**src/rtl/dmem_arbiter_pkg.sv**
```systemverilog
`default_nettype none
// ============================================================================
// Module   : dmem_pkg
// Purpose  : Shared types and default constants for the data-memory arbiter.
// Revision : 1.0  initial release
// ============================================================================
package dmem_pkg;

  localparam int DEF_ADDR_W       = 32;
  localparam int DEF_DATA_W       = 32;
  localparam int DEF_MEM_DEPTH    = 64;
  localparam int DEF_STARVE_LIMIT = 4;

  typedef enum logic [0:0] {
    ARB    = 1'b0,
    LOCKED = 1'b1
  } arb_state_e;

  typedef enum logic [0:0] {
    OWN_CPU  = 1'b0,
    OWN_HOST = 1'b1
  } owner_e;

  // Width needed to hold the values 0..limit inclusive.
  function automatic int cnt_width(input int limit);
    return (limit < 1) ? 1 : $clog2(limit + 1);
  endfunction

endpackage
`default_nettype wire

```
**src/rtl/dmem_arbiter_if.sv**
```systemverilog
`default_nettype none
// ============================================================================
// Module   : dmem_arbiter_if
// Purpose  : CPU, host and memory signal bundle around the arbiter.
//            host_lock exists only when DMEM_HOST_LOCK_EN is defined.
// Revision : 1.0  initial release
// ============================================================================
interface dmem_arbiter_if #(
  parameter int ADDR_W = 32,
  parameter int DATA_W = 32
);
  logic              cpu_req;
  logic              cpu_we;
  logic [ADDR_W-1:0] cpu_addr;
  logic [DATA_W-1:0] cpu_wdata;
  logic [DATA_W-1:0] cpu_rdata;
  logic              cpu_stall;

  logic              host_req;
  logic              host_we;
  logic [ADDR_W-1:0] host_addr;
  logic [DATA_W-1:0] host_wdata;
  logic              host_gnt;
  logic [DATA_W-1:0] host_rdata;
  logic              host_rvalid;
`ifdef DMEM_HOST_LOCK_EN
  logic              host_lock;
`endif

  logic              mem_we;
  logic [ADDR_W-1:0] mem_addr;
  logic [DATA_W-1:0] mem_wdata;
  logic [DATA_W-1:0] mem_rdata;

  logic              oob_err;

  modport slave (
`ifdef DMEM_HOST_LOCK_EN
    input  host_lock,
`endif
    input  cpu_req, cpu_we, cpu_addr, cpu_wdata,
    output cpu_rdata, cpu_stall,
    input  host_req, host_we, host_addr, host_wdata,
    output host_gnt, host_rdata, host_rvalid,
    output mem_we, mem_addr, mem_wdata,
    input  mem_rdata,
    output oob_err
  );

  modport master (
`ifdef DMEM_HOST_LOCK_EN
    output host_lock,
`endif
    output cpu_req, cpu_we, cpu_addr, cpu_wdata,
    input  cpu_rdata, cpu_stall,
    output host_req, host_we, host_addr, host_wdata,
    input  host_gnt, host_rdata, host_rvalid,
    input  mem_we, mem_addr, mem_wdata,
    output mem_rdata,
    input  oob_err
  );

endinterface
`default_nettype wire

```
**src/rtl/dmem_arbiter_starve_counter.sv**
```systemverilog
`default_nettype none
// ============================================================================
// Module   : starve_counter
// Purpose  : Saturating count of consecutive denied host cycles.
// Revision : 1.0  initial release
// ============================================================================
module starve_counter
  import dmem_pkg::*;
#(
  parameter int LIMIT = DEF_STARVE_LIMIT
) (
  input  wire logic clk,
  input  wire logic rst,
  input  wire logic inc,
  input  wire logic clr,
  output logic      limit_reached
);

  localparam int CNT_W = cnt_width(LIMIT);
  localparam logic [CNT_W-1:0] C_LIMIT = CNT_W'(LIMIT);

  logic [CNT_W-1:0] cnt_q;
  logic [CNT_W-1:0] cnt_d;

  assign limit_reached = (cnt_q == C_LIMIT);

  // Clear has priority so a grant and a denial can never both count.
  always_comb begin
    cnt_d = cnt_q;
    if (clr) begin
      cnt_d = '0;
    end else if (inc && !limit_reached) begin
      cnt_d = cnt_q + 1'b1;
    end
  end

  always_ff @(posedge clk) begin
    if (!rst) begin
      cnt_q <= '0;
    end else begin
      cnt_q <= cnt_d;
    end
  end

endmodule
`default_nettype wire

```
**src/rtl/dmem_arbiter.sv**
```systemverilog
`default_nettype none
// ============================================================================
// Module   : dmem_arbiter
// Purpose  : Shares single-port data memory between CPU (priority) and host,
//            with bounded host starvation. DMEM_HOST_LOCK_EN adds host_lock.
// Revision : 1.0  initial release
// ============================================================================
module dmem_arbiter
  import dmem_pkg::*;
#(
  parameter int ADDR_W       = DEF_ADDR_W,
  parameter int DATA_W       = DEF_DATA_W,
  parameter int MEM_DEPTH    = DEF_MEM_DEPTH,
  parameter int STARVE_LIMIT = DEF_STARVE_LIMIT
) (
  input  wire logic     clk,
  input  wire logic     rst,
  dmem_arbiter_if.slave bus
);

  arb_state_e        state_q;
  arb_state_e        state_d;
  owner_e            w_owner;
  logic              w_locked;
  logic              w_starve_max;
  logic              w_host_win;
  logic              w_own_req;
  logic              w_own_we;
  logic [ADDR_W-1:0] w_own_addr;
  logic [DATA_W-1:0] w_own_wdata;
  logic              w_in_range;
  logic              w_access;

  logic [DATA_W-1:0] host_rdata_q;
  logic [DATA_W-1:0] host_rdata_d;
  logic              host_rvalid_q;
  logic              host_rvalid_d;
  logic              oob_err_q;
  logic              oob_err_d;

  assign w_locked = (state_q == LOCKED);

  // rst is active-low: every grant is suppressed while it is held low.
  assign w_host_win = rst && bus.host_req &&
                      (w_locked || !bus.cpu_req || w_starve_max);

  // A lock keeps host ownership even on cycles without a host request.
  assign w_owner = (w_host_win || (rst && w_locked)) ? OWN_HOST : OWN_CPU;

  starve_counter #(
    .LIMIT (STARVE_LIMIT)
  ) u_starve_counter (
    .clk           (clk),
    .rst           (rst),
    .inc           (bus.host_req && !w_host_win),
    .clr           (w_host_win || !bus.host_req || w_locked),
    .limit_reached (w_starve_max)
  );

  always_comb begin
    w_own_req   = bus.cpu_req;
    w_own_we    = bus.cpu_we;
    w_own_addr  = bus.cpu_addr;
    w_own_wdata = bus.cpu_wdata;
    if (w_owner == OWN_HOST) begin
      w_own_req   = bus.host_req;
      w_own_we    = bus.host_we;
      w_own_addr  = bus.host_addr;
      w_own_wdata = bus.host_wdata;
    end
  end

  assign w_in_range = (w_own_addr < ADDR_W'(MEM_DEPTH));
  assign w_access   = rst && w_own_req;

  assign bus.mem_we    = w_access && w_own_we && w_in_range;
  assign bus.mem_addr  = w_own_addr;
  assign bus.mem_wdata = w_own_wdata;

  assign bus.host_gnt  = w_host_win;
  assign bus.cpu_stall = rst && bus.cpu_req && (w_owner == OWN_HOST);
  assign bus.cpu_rdata = (rst && bus.cpu_req && (w_owner == OWN_CPU) && w_in_range)
                         ? bus.mem_rdata : '0;

  assign bus.host_rdata  = host_rdata_q;
  assign bus.host_rvalid = host_rvalid_q;
  assign bus.oob_err     = oob_err_q;

  always_comb begin
    host_rdata_d  = host_rdata_q;
    host_rvalid_d = 1'b0;
    oob_err_d     = oob_err_q || (w_access && !w_in_range);
    if (w_host_win && !bus.host_we) begin
      host_rvalid_d = 1'b1;
      host_rdata_d  = w_in_range ? bus.mem_rdata : '0;
    end
  end

  always_comb begin
    state_d = state_q;
`ifdef DMEM_HOST_LOCK_EN
    case (state_q)
      ARB:     if (w_host_win && bus.host_lock) state_d = LOCKED;
      LOCKED:  if (!bus.host_lock)              state_d = ARB;
      default: state_d = ARB;
    endcase
`else
    state_d = ARB;
`endif
  end

  always_ff @(posedge clk) begin
    if (!rst) begin
      state_q       <= ARB;
      host_rdata_q  <= '0;
      host_rvalid_q <= 1'b0;
      oob_err_q     <= 1'b0;
    end else begin
      state_q       <= state_d;
      host_rdata_q  <= host_rdata_d;
      host_rvalid_q <= host_rvalid_d;
      oob_err_q     <= oob_err_d;
    end
  end

endmodule
`default_nettype wire

```
**src/flat_wrapper.sv**
```systemverilog
// flat-port wrapper written by rule: the top's interface ports become plain ports
module dmem_arbiter_flat import dmem_pkg::*;
#(
  parameter int ADDR_W       = DEF_ADDR_W,
  parameter int DATA_W       = DEF_DATA_W,
  parameter int MEM_DEPTH    = DEF_MEM_DEPTH,
  parameter int STARVE_LIMIT = DEF_STARVE_LIMIT
)
  (clk, rst, bus_cpu_req, bus_cpu_we, bus_cpu_addr, bus_cpu_wdata, bus_cpu_rdata, bus_cpu_stall, bus_host_req, bus_host_we, bus_host_addr, bus_host_wdata, bus_host_gnt, bus_host_rdata, bus_host_rvalid, bus_mem_we, bus_mem_addr, bus_mem_wdata, bus_mem_rdata, bus_oob_err);
  dmem_arbiter_if #(.ADDR_W(ADDR_W), .DATA_W(DATA_W)) bus_i ();
  input  wire logic clk;
  input  wire logic rst;
  input wire logic [$bits(bus_i.cpu_req)-1:0] bus_cpu_req;
  input wire logic [$bits(bus_i.cpu_we)-1:0] bus_cpu_we;
  input wire logic [$bits(bus_i.cpu_addr)-1:0] bus_cpu_addr;
  input wire logic [$bits(bus_i.cpu_wdata)-1:0] bus_cpu_wdata;
  output wire logic [$bits(bus_i.cpu_rdata)-1:0] bus_cpu_rdata;
  output wire logic [$bits(bus_i.cpu_stall)-1:0] bus_cpu_stall;
  input wire logic [$bits(bus_i.host_req)-1:0] bus_host_req;
  input wire logic [$bits(bus_i.host_we)-1:0] bus_host_we;
  input wire logic [$bits(bus_i.host_addr)-1:0] bus_host_addr;
  input wire logic [$bits(bus_i.host_wdata)-1:0] bus_host_wdata;
  output wire logic [$bits(bus_i.host_gnt)-1:0] bus_host_gnt;
  output wire logic [$bits(bus_i.host_rdata)-1:0] bus_host_rdata;
  output wire logic [$bits(bus_i.host_rvalid)-1:0] bus_host_rvalid;
  output wire logic [$bits(bus_i.mem_we)-1:0] bus_mem_we;
  output wire logic [$bits(bus_i.mem_addr)-1:0] bus_mem_addr;
  output wire logic [$bits(bus_i.mem_wdata)-1:0] bus_mem_wdata;
  input wire logic [$bits(bus_i.mem_rdata)-1:0] bus_mem_rdata;
  output wire logic [$bits(bus_i.oob_err)-1:0] bus_oob_err;
  assign bus_i.cpu_req = bus_cpu_req;
  assign bus_i.cpu_we = bus_cpu_we;
  assign bus_i.cpu_addr = bus_cpu_addr;
  assign bus_i.cpu_wdata = bus_cpu_wdata;
  assign bus_cpu_rdata = bus_i.cpu_rdata;
  assign bus_cpu_stall = bus_i.cpu_stall;
  assign bus_i.host_req = bus_host_req;
  assign bus_i.host_we = bus_host_we;
  assign bus_i.host_addr = bus_host_addr;
  assign bus_i.host_wdata = bus_host_wdata;
  assign bus_host_gnt = bus_i.host_gnt;
  assign bus_host_rdata = bus_i.host_rdata;
  assign bus_host_rvalid = bus_i.host_rvalid;
  assign bus_mem_we = bus_i.mem_we;
  assign bus_mem_addr = bus_i.mem_addr;
  assign bus_mem_wdata = bus_i.mem_wdata;
  assign bus_i.mem_rdata = bus_mem_rdata;
  assign bus_oob_err = bus_i.oob_err;
  dmem_arbiter #(.ADDR_W(ADDR_W), .DATA_W(DATA_W), .MEM_DEPTH(MEM_DEPTH), .STARVE_LIMIT(STARVE_LIMIT)) u_core (.clk(clk), .rst(rst), .bus(bus_i));
endmodule
```
**config.mk**
```make
export PLATFORM = sky130hd
export DESIGN_NAME = dmem_arbiter_flat
export DESIGN_NICKNAME = d
export VERILOG_FILES = /design/src/rtl/dmem_arbiter_pkg.sv /design/src/rtl/dmem_arbiter_if.sv /design/src/rtl/dmem_arbiter_starve_counter.sv /design/src/rtl/dmem_arbiter.sv /design/src/flat_wrapper.sv
export SDC_FILE = /design/constraint.sdc
export NUM_CORES = 1
export LEC_CHECK = 0
export BUFFER_PORTS_ARGS = -buffer_cell sky130_fd_sc_hd__buf_4
export CAP_MARGIN = 20
export CORE_AREA = 2 2 117 119
export DETAILED_ROUTE_END_ITERATION = 10
export DIE_AREA = 0 0 119 121
export PLACE_DENSITY_LB_ADDON = 0.25
export SLEW_MARGIN = 20
export SYNTH_ARGS = -nofsm -noshare
export SYNTH_HDL_FRONTEND = slang
export SYNTH_HIERARCHICAL = 1
export SYNTH_SLANG_ARGS = --single-unit
```
**constraint.sdc**
```tcl
create_clock -name clk -period 5.1 [get_ports clk]
set_input_delay 1.02 -clock clk [delete_from_list [all_inputs] [get_ports clk]]
set_output_delay 1.02 -clock clk [all_outputs]
set_load 0.01 [all_outputs]
```
# Word level (Yosys, flattened, before mapping)
# Cells that the tools add are included.
# totals
output_inout_bits	133
regBits	37
# op_classes
reduce_logical	23
n_mux	8
order_cmp	1
bitwise_logic	2
addsub	1
eq_ne	1
# op_table
cell	n
$mux W32	4
$lt A32 B7 Y1 const B	1
$logic_and A1 B1 Y1	13
$logic_not A1 Y1	6
$mux W1	4
$add A3 B1 Y3 const B	1
$eq A3 B3 Y1 const B	1
$logic_or A1 B1 Y1	3
$not A1 Y1	2
$reduce_or A2 Y1	1

# Depth between registers and ports, before layout
# Gate-level depths: netlist of the first run.
# logic_depth
word_depth	9
depth_mapped	11
depth_no_buf	9

# By module
# Netlist of the first run, hierarchy kept.
# by_module_without_submodules
module	instances	cells_each	area_each_um2
dmem_arbiter	1	351	2248.4
starve_counter	1	18	187.7

# Worst setup path before layout of the first run
# OpenSTA, ideal clock, no wires.
# synth_timing
path_kind	input to output
startpoint	input bus_host_addr[18]
endpoint	output bus_cpu_rdata[10]
slack_ns	1.569
arrival_time_ns	2.511
n_path_buf	1
stages	6
cell_sequence	or4_1 > nor4_2 > mux2i_1 > nor3b_2 > buf_2 > and2_1
# synth_between
elab_chain_cells	4
# synth_rtl
item	line_no	text
start, declared	flat_wrapper.sv:21	input wire logic [$bits(bus_i.host_addr)-1:0] bus_host_addr;
$mux W32	dmem_arbiter.sv:65	if (w_owner == OWN_HOST) begin
$lt A32 B7 Y1	dmem_arbiter.sv:73	assign w_in_range = (w_own_addr < ADDR_W'(MEM_DEPTH));
$logic_and A1 B1 Y1	dmem_arbiter.sv:82	assign bus.cpu_rdata = (rst && bus.cpu_req && (w_owner == OWN_CPU) && w_in_range)
$mux W32	dmem_arbiter.sv:83	? bus.mem_rdata : '0;
end, declared	flat_wrapper.sv:17	output wire logic [$bits(bus_i.cpu_rdata)-1:0] bus_cpu_rdata;
# Every way passes these cells.

# Worst setup path in the final report of the first run
# layout_timing
startpoint	input bus_cpu_addr[18]
endpoint	output bus_cpu_rdata[12]
# layout_between
elab_chain_cells	4
# layout_rtl
item	line_no	text
start, declared	flat_wrapper.sv:15	input wire logic [$bits(bus_i.cpu_addr)-1:0] bus_cpu_addr;
$mux W32	dmem_arbiter.sv:65	
$lt A32 B7 Y1	dmem_arbiter.sv:73	
$logic_and A1 B1 Y1	dmem_arbiter.sv:82	
$mux W32	dmem_arbiter.sv:83	
# Every way passes these cells.

==> results by group, run 1 <==
Setup path
  – Worst EP arrival: 2.88 ns
  – Crit. End Element: primary output
  – Crit path required time: 4.08 ns
  – CP Launch Type: primary input
  – CP endpoint: bus_cpu_rdata[12]
  – Worst R2R End: u_core/bus.host_rdata[12]
  – R2R Setup Slk: 2.29 ns
  – Reg2reg start: u_core/u_starve_counter/cnt_q[0]
  – Crit Path Max Fanout: 32
  – Path depth of the worst reg2reg path: 9
  – Launch point of the worst path: bus_cpu_addr[18]
  – CP Class: in2out

Final layout
  – Final core utilization: 37.8%
  – Antenna cells: 0
  – Layout area overhead: 103%
  – Fraction of layout cells with a size suffix above 1: 48.4%
  – Layout Cells excl Fill: 829
  – # nets final: 820

Die
  – Starting density of the core: 18.6%
  – Cell Rows: 42
  – Die X: 119 um
  – Die area: 14400 um2
  – Die Ht: 121 um
  – Core Area: 13100 um2
  – IO Pins: 299

Drt
  – Drt pass-1 iters: 4
  – Routed vias: 3581
  – Wire per inst: 13.8 um
  – Final wirelength: 11500 um
  – Post-route DRC: 0
  – Vias per cell: 4.32
  – Iter 0 DRT Violations: 164
  – Antenna Nets Post-Route: 0

GRT
  – Largest net degree at the start of global routing: 68
  – Total grt overflow: 0
  – Total track usage: 14.9%
  – Number of global-route vias before repair: 3423
  – Initial antenna violation count: 0
  – First-pass GRT wire length: 17400 um

Worst hold path
  – Worst hold path class: reg2reg
  – Hold path depth: 1

Logic synthesis
  – Yosys Warn Count: 6
  – Netlist Area Pre-Place: 2440 um2
  – Largest cells by area after synthesis: dfxtp_1, nand2_1, a22o_1
  – Yosys cell types: 32
  – Synth Net Count: 537
  – Yosys top cell area share: 30.4%
  – Yosys reg bits: 37
  – Seq/Total Area, Yosys: 30.4%
  – Synth Area per Inst: 6.60 um2
  – Dominant cell type by area after synthesis: dfxtp_1
  – Synth Instances: 369

Clock network
  – Root buffer cell: clkbuf_16
  – Clock slew at reported path FFs: 0.06 ns
  – CTS tree: done
  – Number of H-tree levels: 2
  – Maximum buffer depth of the clock tree: 2
  – CTS resizes: 0
  – Num CTS Buffers: 5
  – Post-CTS Setup Inserts: 0
  – Clock latency on the worst-skew pair: 0.28 ns
  – CTS sink cnt: 37
  – Hold Buf Count CTS: 0

Run status
  – Status: completed

Timing
  – TNS Setup: 0 ns
  – Slew margin rel.: 51.4%
  – Final Hold Fails: 0
  – Least-Margin Pin Slew: 0.728 ns
  – Final Cycle Share: 76.4%
  – Crit path time final: 3.90 ns
  – RSZ-0062 raised after global routing: false
  – Fmax: 257 MHz
  – Max-slew violations: 0
  – Fin Clk Skew: 0.00462 ns
  – # setup viols final: 0

Power and ir drop
  – VDD IR max: 0.111 mV
  – Total power: 0.857 mW
  – Leak: 2.73 nW
  – PwrDens: 173 nW/um2

Placement
  – PortBufs: 298
  – Post-DP HPWL: 9550 um
  – GP Congestion: 0.889
  – Placed insts: 821

Run
  – MaxCap Viol Count: 0
-- cell usage in the layout, fill, tap and decap left out, drive strengths merged, types with 2 or more instances in the layout --
master,n
dfxtp,37
ha,2
and2,34
buf,301
and4,2
a22o,32
a21oi,2
nor4b,2
or4,4
nor2,2
and4b,2
nand2,194
mux2i,4
nand3,2
nor4,10
inv,5
clkbuf,5
nand3b,3
-- stage by stage --
step	setup slack, ns	cell area (um2)	hold slack, ns
global route	1.02	4950	0.491
global placement	1.19	4800	0.463
finish	1.20	4950	0.477
detailed placement	1.20	4810	0.466
floorplan	1.57	2440	0.479
CTS	1.19	4950	0.484
-- critical path, cell delays in order --
cell	delay, ns
buf_4	0.11
or4_1	0.54
nor4_1	0.24
mux2i_1	0.19
nor3b_2	0.20
buf_4	0.28
and2_1	0.17
buf_4	0.11
-- sequential cells by signal, indices dropped and copies added, names as in the netlist --
name                           cells
u_core/bus.host_rvalid             1
u_core/bus.oob_err                 1
u_core/bus.host_rdata             32
u_core/u_starve_counter/cnt_q      3
-- how the worst min path moves through the flow --
stage          slack (ns)                                to                              from
3_5_place_dp         0.47         u_core/bus.host_rdata[31]         u_core/bus.host_rdata[31]
6_report             0.48          u_core/bus.host_rdata[7]          u_core/bus.host_rdata[7]
2_1_floorplan        0.48  u_core/u_starve_counter/cnt_q[1]  u_core/u_starve_counter/cnt_q[1]
3_3_place_gp         0.46         u_core/bus.host_rdata[16]         u_core/bus.host_rdata[16]
5_1_grt              0.49          u_core/bus.host_rdata[8]          u_core/bus.host_rdata[8]
4_1_cts              0.48          u_core/bus.host_rdata[3]          u_core/bus.host_rdata[3]
-- per-layer routing --
metal  track usage, %  wire [um]
met1             15.9       4080
met2             28.2       6080
met3             4.65       1110
met4             4.02        213
met5                0          0
-- where the power goes --
group          internal (mW)  switching [mW]
clock                  0.182           0.120
combinational          0.150           0.115
sequential             0.290         0.00106
-- Yosys cell counts (all sizes together) --
library cell / count
a21boi: 1
a21oi: 2
a22o: 32
a31oi: 1
and2: 34
and4: 2
and4b: 2
buf: 8
clkbuf: 17
dfxtp: 37
ha: 2
inv: 4
mux2i: 4
nand2: 194
nand2b: 1
nand3: 2
nand3b: 3
nor2: 2
nor2b: 1
nor3: 1
nor3b: 1
nor4: 10
nor4b: 2
o31ai: 1
or3b: 1
or4: 4
-- final cells by class --
class / count / area, um2
clock buffer: 5 / 125
clock inverter: 3 / 21.3
fill: 1381 / 8130
inverter: 4 / 15.0
multi-input combinational: 303 / 1570
sequential: 37 / 741
tap: 176 / 220
timing repair buffer: 301 / 2260
-- kinds of logic after synthesis --
logic type,Yosys count,synth area share (%)
mux,4,1.64
fa+ha+maj,2,1.03
simple gates,260,48.4
flops,37,30.4
compound gates,37,12.8
buf+inv,29,5.70
No activity file was read; power rests on OpenSTA's default activity.
==> inputs of run 2 (changes only) <==
ABC_AREA = 1   (was unset)
CORE_AREA = 2 2 115 117   (was 2 2 117 119)
DIE_AREA = 0 0 117 119   (was 0 0 119 121)
clock period = 3.3 ns   (was 5.1 ns; I/O delays follow)
==> results by group, run 2 <==
Power and ir drop
  – Internal power: 1.05 mW
  – Leak: 3.23 nW
  – Total power: 1.50 mW
  – PwrDens: 239 nW/um2
  – Sequential share of power: 31.3%
  – Clock network power share: 33.1%
  – Sw power: 0.448 mW
  – Sw Ratio: 29.8%
  – Comb pwr share: 35.6%
  – VDD IR max: 0.144 mV

Placement
  – GP Congestion: 0.848
  – PortBufs: 298
  – Post-DP HPWL: 10600 um
  – Post-DP Area: 5480 um2
  – Pre-CTS WS: 0.150 ns

Timing
  – Max-slew violations: 0
  – Setup slack after layout: 0.0232 ns
  – Fin Hold WS: 0.448 ns
  – TNS Setup: 0 ns
  – # setup viols final: 0
  – Slew margin rel.: 48.6%
  – Fin Clk Skew: 0.00513 ns
  – RSZ-0062 raised after global routing: true
  – Crit path time final: 3.28 ns
  – Least-Margin Pin Slew: 0.772 ns
  – Final Hold Fails: 0
  – Fmax: 305 MHz
  – Final Cycle Share: 99.3%

Drt
  – Iter 0 DRT Violations: 158
  – Antenna Nets Post-Route: 0
  – Vias per cell: 4.31
  – Post-route DRC: 0
  – Drt pass-1 iters: 4
  – Final wirelength: 14400 um
  – Wire per inst: 14.6 um
  – Routed vias: 4248

Logic synthesis
  – Largest cells by area after synthesis: dfxtp_1, nand2_1, nand3_2
  – Yosys cell types: 27
  – Number of enable flip-flop cells after synthesis: 0
  – Mux share of post-synthesis cell area: 0%
  – Most used DFF post-synth: dfxtp_1
  – Netlist Area Pre-Place: 3150 um2
  – Dominant cell type by area after synthesis: dfxtp_1
  – Compound-Gate Fraction of Synth Area: 14.5%
  – Adder-cell area share of the yosys netlist: 0.795%
  – Most frequent cell after synthesis: nand2_1
  – Synth Instances: 500
  – Combinational family with the most area after synthesis: simple AND/OR/NAND/NOR gates
  – Yosys reg bits: 37
  – Synth Area in XOR/XNOR: 0%
  – Commonest cells post-synth: nand2_1, inv_1, nor2_1
  – Yosys Warn Count: 6
  – Synth Area in Simple Gates: 46.7%
  – Seq/Total Area, Yosys: 23.5%
  – Asr flop ratio synth: 0%
  – Yosys top cell area share: 23.5%
  – Synth Area per Inst: 6.30 um2
  – Synth Net Count: 668

GRT
  – Number of global-route vias before repair: 3849
  – Largest net degree at the start of global routing: 66
  – Total grt overflow: 0
  – First-pass GRT wire length: 19700 um
  – Initial antenna violation count: 0
  – Total track usage: 18.1%

Setup path
  – Worst EP arrival: 2.62 ns
  – Worst R2R End: u_core/bus.host_rdata[1]
  – Crit. End Element: primary output
  – Launch point of the worst path: u_core/u_starve_counter/cnt_q[0]
  – Stages on the worst setup path: 17
  – CP most frequent cell: inv_2
  – CP endpoint: bus_cpu_rdata[3]
  – Crit path required time: 2.64 ns
  – Reg2reg start: u_core/u_starve_counter/cnt_q[0]
  – CP Class: reg2out
  – CP Launch Type: flop
  – Number of buffers and inverters on the critical path: 7
  – Crit Path Max Fanout: 6
  – R2R Setup Slk: 0.90 ns
  – Path depth of the worst reg2reg path: 17
  – Slowest stage cell on the critical path: dfxtp_2
  – Max stage delay on crit path: 0.35 ns
  – Crit path max-delay family: simple AND/OR/NAND/NOR gates
  – Worst-path cell chain: inv_2, ha_4, nand2_4, inv_2, inv_2, nand2_4, clkbuf_16, buf_6, nand3_2, nand2_2, nor2_2, nand3_2, nor2_8, clkbuf_16, nand3_4, nor2_2, buf_4

Die
  – Die Ht: 119 um
  – Core Area: 12900 um2
  – Die area: 13900 um2
  – Starting density of the core: 24.5%
  – Die X: 117 um
  – IO Pins: 299
  – Cell Rows: 42

Final layout
  – Layout area overhead: 99.8%
  – Most common library cell in the layout ignoring fill and taps: buf_4
  – Number of flip-flops in the largest register: 32
  – Filler Cell Count: 1301
  – Post-route design area: 6290 um2
  – # nets final: 976
  – Commonest non-fill, non-tap cells in the layout: buf_4, nand2_1, inv_1
  – Antenna cells: 0
  – Fraction of layout cells with a size suffix above 1: 56.9%

Run status
  – Status: completed

Clock network
  – CTS sink cnt: 37
  – Clock slew at reported path FFs: 0.06 ns
  – Maximum buffer depth of the clock tree: 2
  – Number of H-tree levels: 2
  – Root buffer cell: clkbuf_16
  – Num CTS Buffers: 5
  – Clock latency on the worst-skew pair: 0.28 ns
  – CTS tree: done

Run
  – MaxCap Viol Count: 0

Worst hold path
  – Hold path depth: 2
  – Worst hold path class: reg2reg
-- run 2: cell types whose count changed in the layout (fill, tap and decap cells not counted), moves of 16 or more --
| cell | delta |
|---|---|
| nand3_2 | +29 |
| nand2_2 | +16 |
| and2_1 | -34 |
| a22o_1 | -32 |
| nor2_1 | +30 |
| nand2_1 | -26 |
| o21ai_0 | +33 |
| a21oi_2 | +30 |
| inv_1 | +47 |
-- run 2: worst min path at each step --
stage / from / endpoint / slack, ns
after floorplan: u_core/bus.oob_err / u_core/bus.oob_err / 0.47
after global placement: u_core/bus.oob_err / u_core/bus.oob_err / 0.43
after detailed placement: u_core/bus.oob_err / u_core/bus.oob_err / 0.44
after CTS: u_core/bus.oob_err / u_core/bus.oob_err / 0.45
after global routing: u_core/bus.oob_err / u_core/bus.oob_err / 0.48
final: u_core/bus.oob_err / u_core/bus.oob_err / 0.45
-- run 2: worst min-delay path: stages (launching register included) --
cell and delay, ns:
dfxtp_1 0.31, inv_1 0.04, a21oi_1 0.05
-- run 2: final cells by class --
| type | instances | area (um2) | area share, % |
|---|---|---|---|
| clock buffers | 6 | 139 | 2.21 |
| clock inverters | 2 | 13.8 | 0.219 |
| inverters | 56 | 215 | 3.42 |
| multi-input cells | 374 | 2200 | 35.0 |
| flip-flops and latches | 37 | 743 | 11.8 |
| well taps | 176 | 220 | 3.50 |
| repair buffers | 334 | 2760 | 43.9 |
-- run 2: stage by stage --
step | utilization (%) | cells
final | 48.9 | 985
after global routing | 48.9 | 985
after CTS | 44.3 | 959
after detailed placement | 42.5 | 949
after global placement | 42.5 | 949
after floorplan | - | 500
-- run 2: what timing repair did --
action	4_1_cts	5_1_grt
hold buffers	0	0
buffers inserted	0	16
endpoints found under the setup margin	33	33
pin swaps	1	33
cloned	2	10
gates resized for setup	9	64
-- run 2: kinds of logic (layout without fill, tap and decap cells) --
kind of cell	after synthesis	after routing
fa+ha+maj	2	2
buf+inv	91	398
flops	37	37
compound gates	69	69
simple gates	301	303
-- run 2: per-layer routing --
metal | global-route usage (%) | vias to the layer above | wire length [um]
met5 | 0 | - | 0
met4 | 4.93 | 0 | 325
met3 | 5.19 | 22 | 1350
met2 | 34.2 | 199 | 7620
met1 | 19.1 | 1845 | 5120
li1 | - | 2182 | -
-- run 2: power by group through the flow --
stage / Combinational (mW) / Clock (mW) / Sequential (mW)
global route: 0.584 / 0.534 / 0.471
detailed placement: 0.498 / 0 / 0.479
global placement: 0.496 / 0 / 0.479
CTS: 0.505 / 0.514 / 0.470
finish: 0.534 / 0.496 / 0.470
floorplan: 0.182 / 0 / 0.486
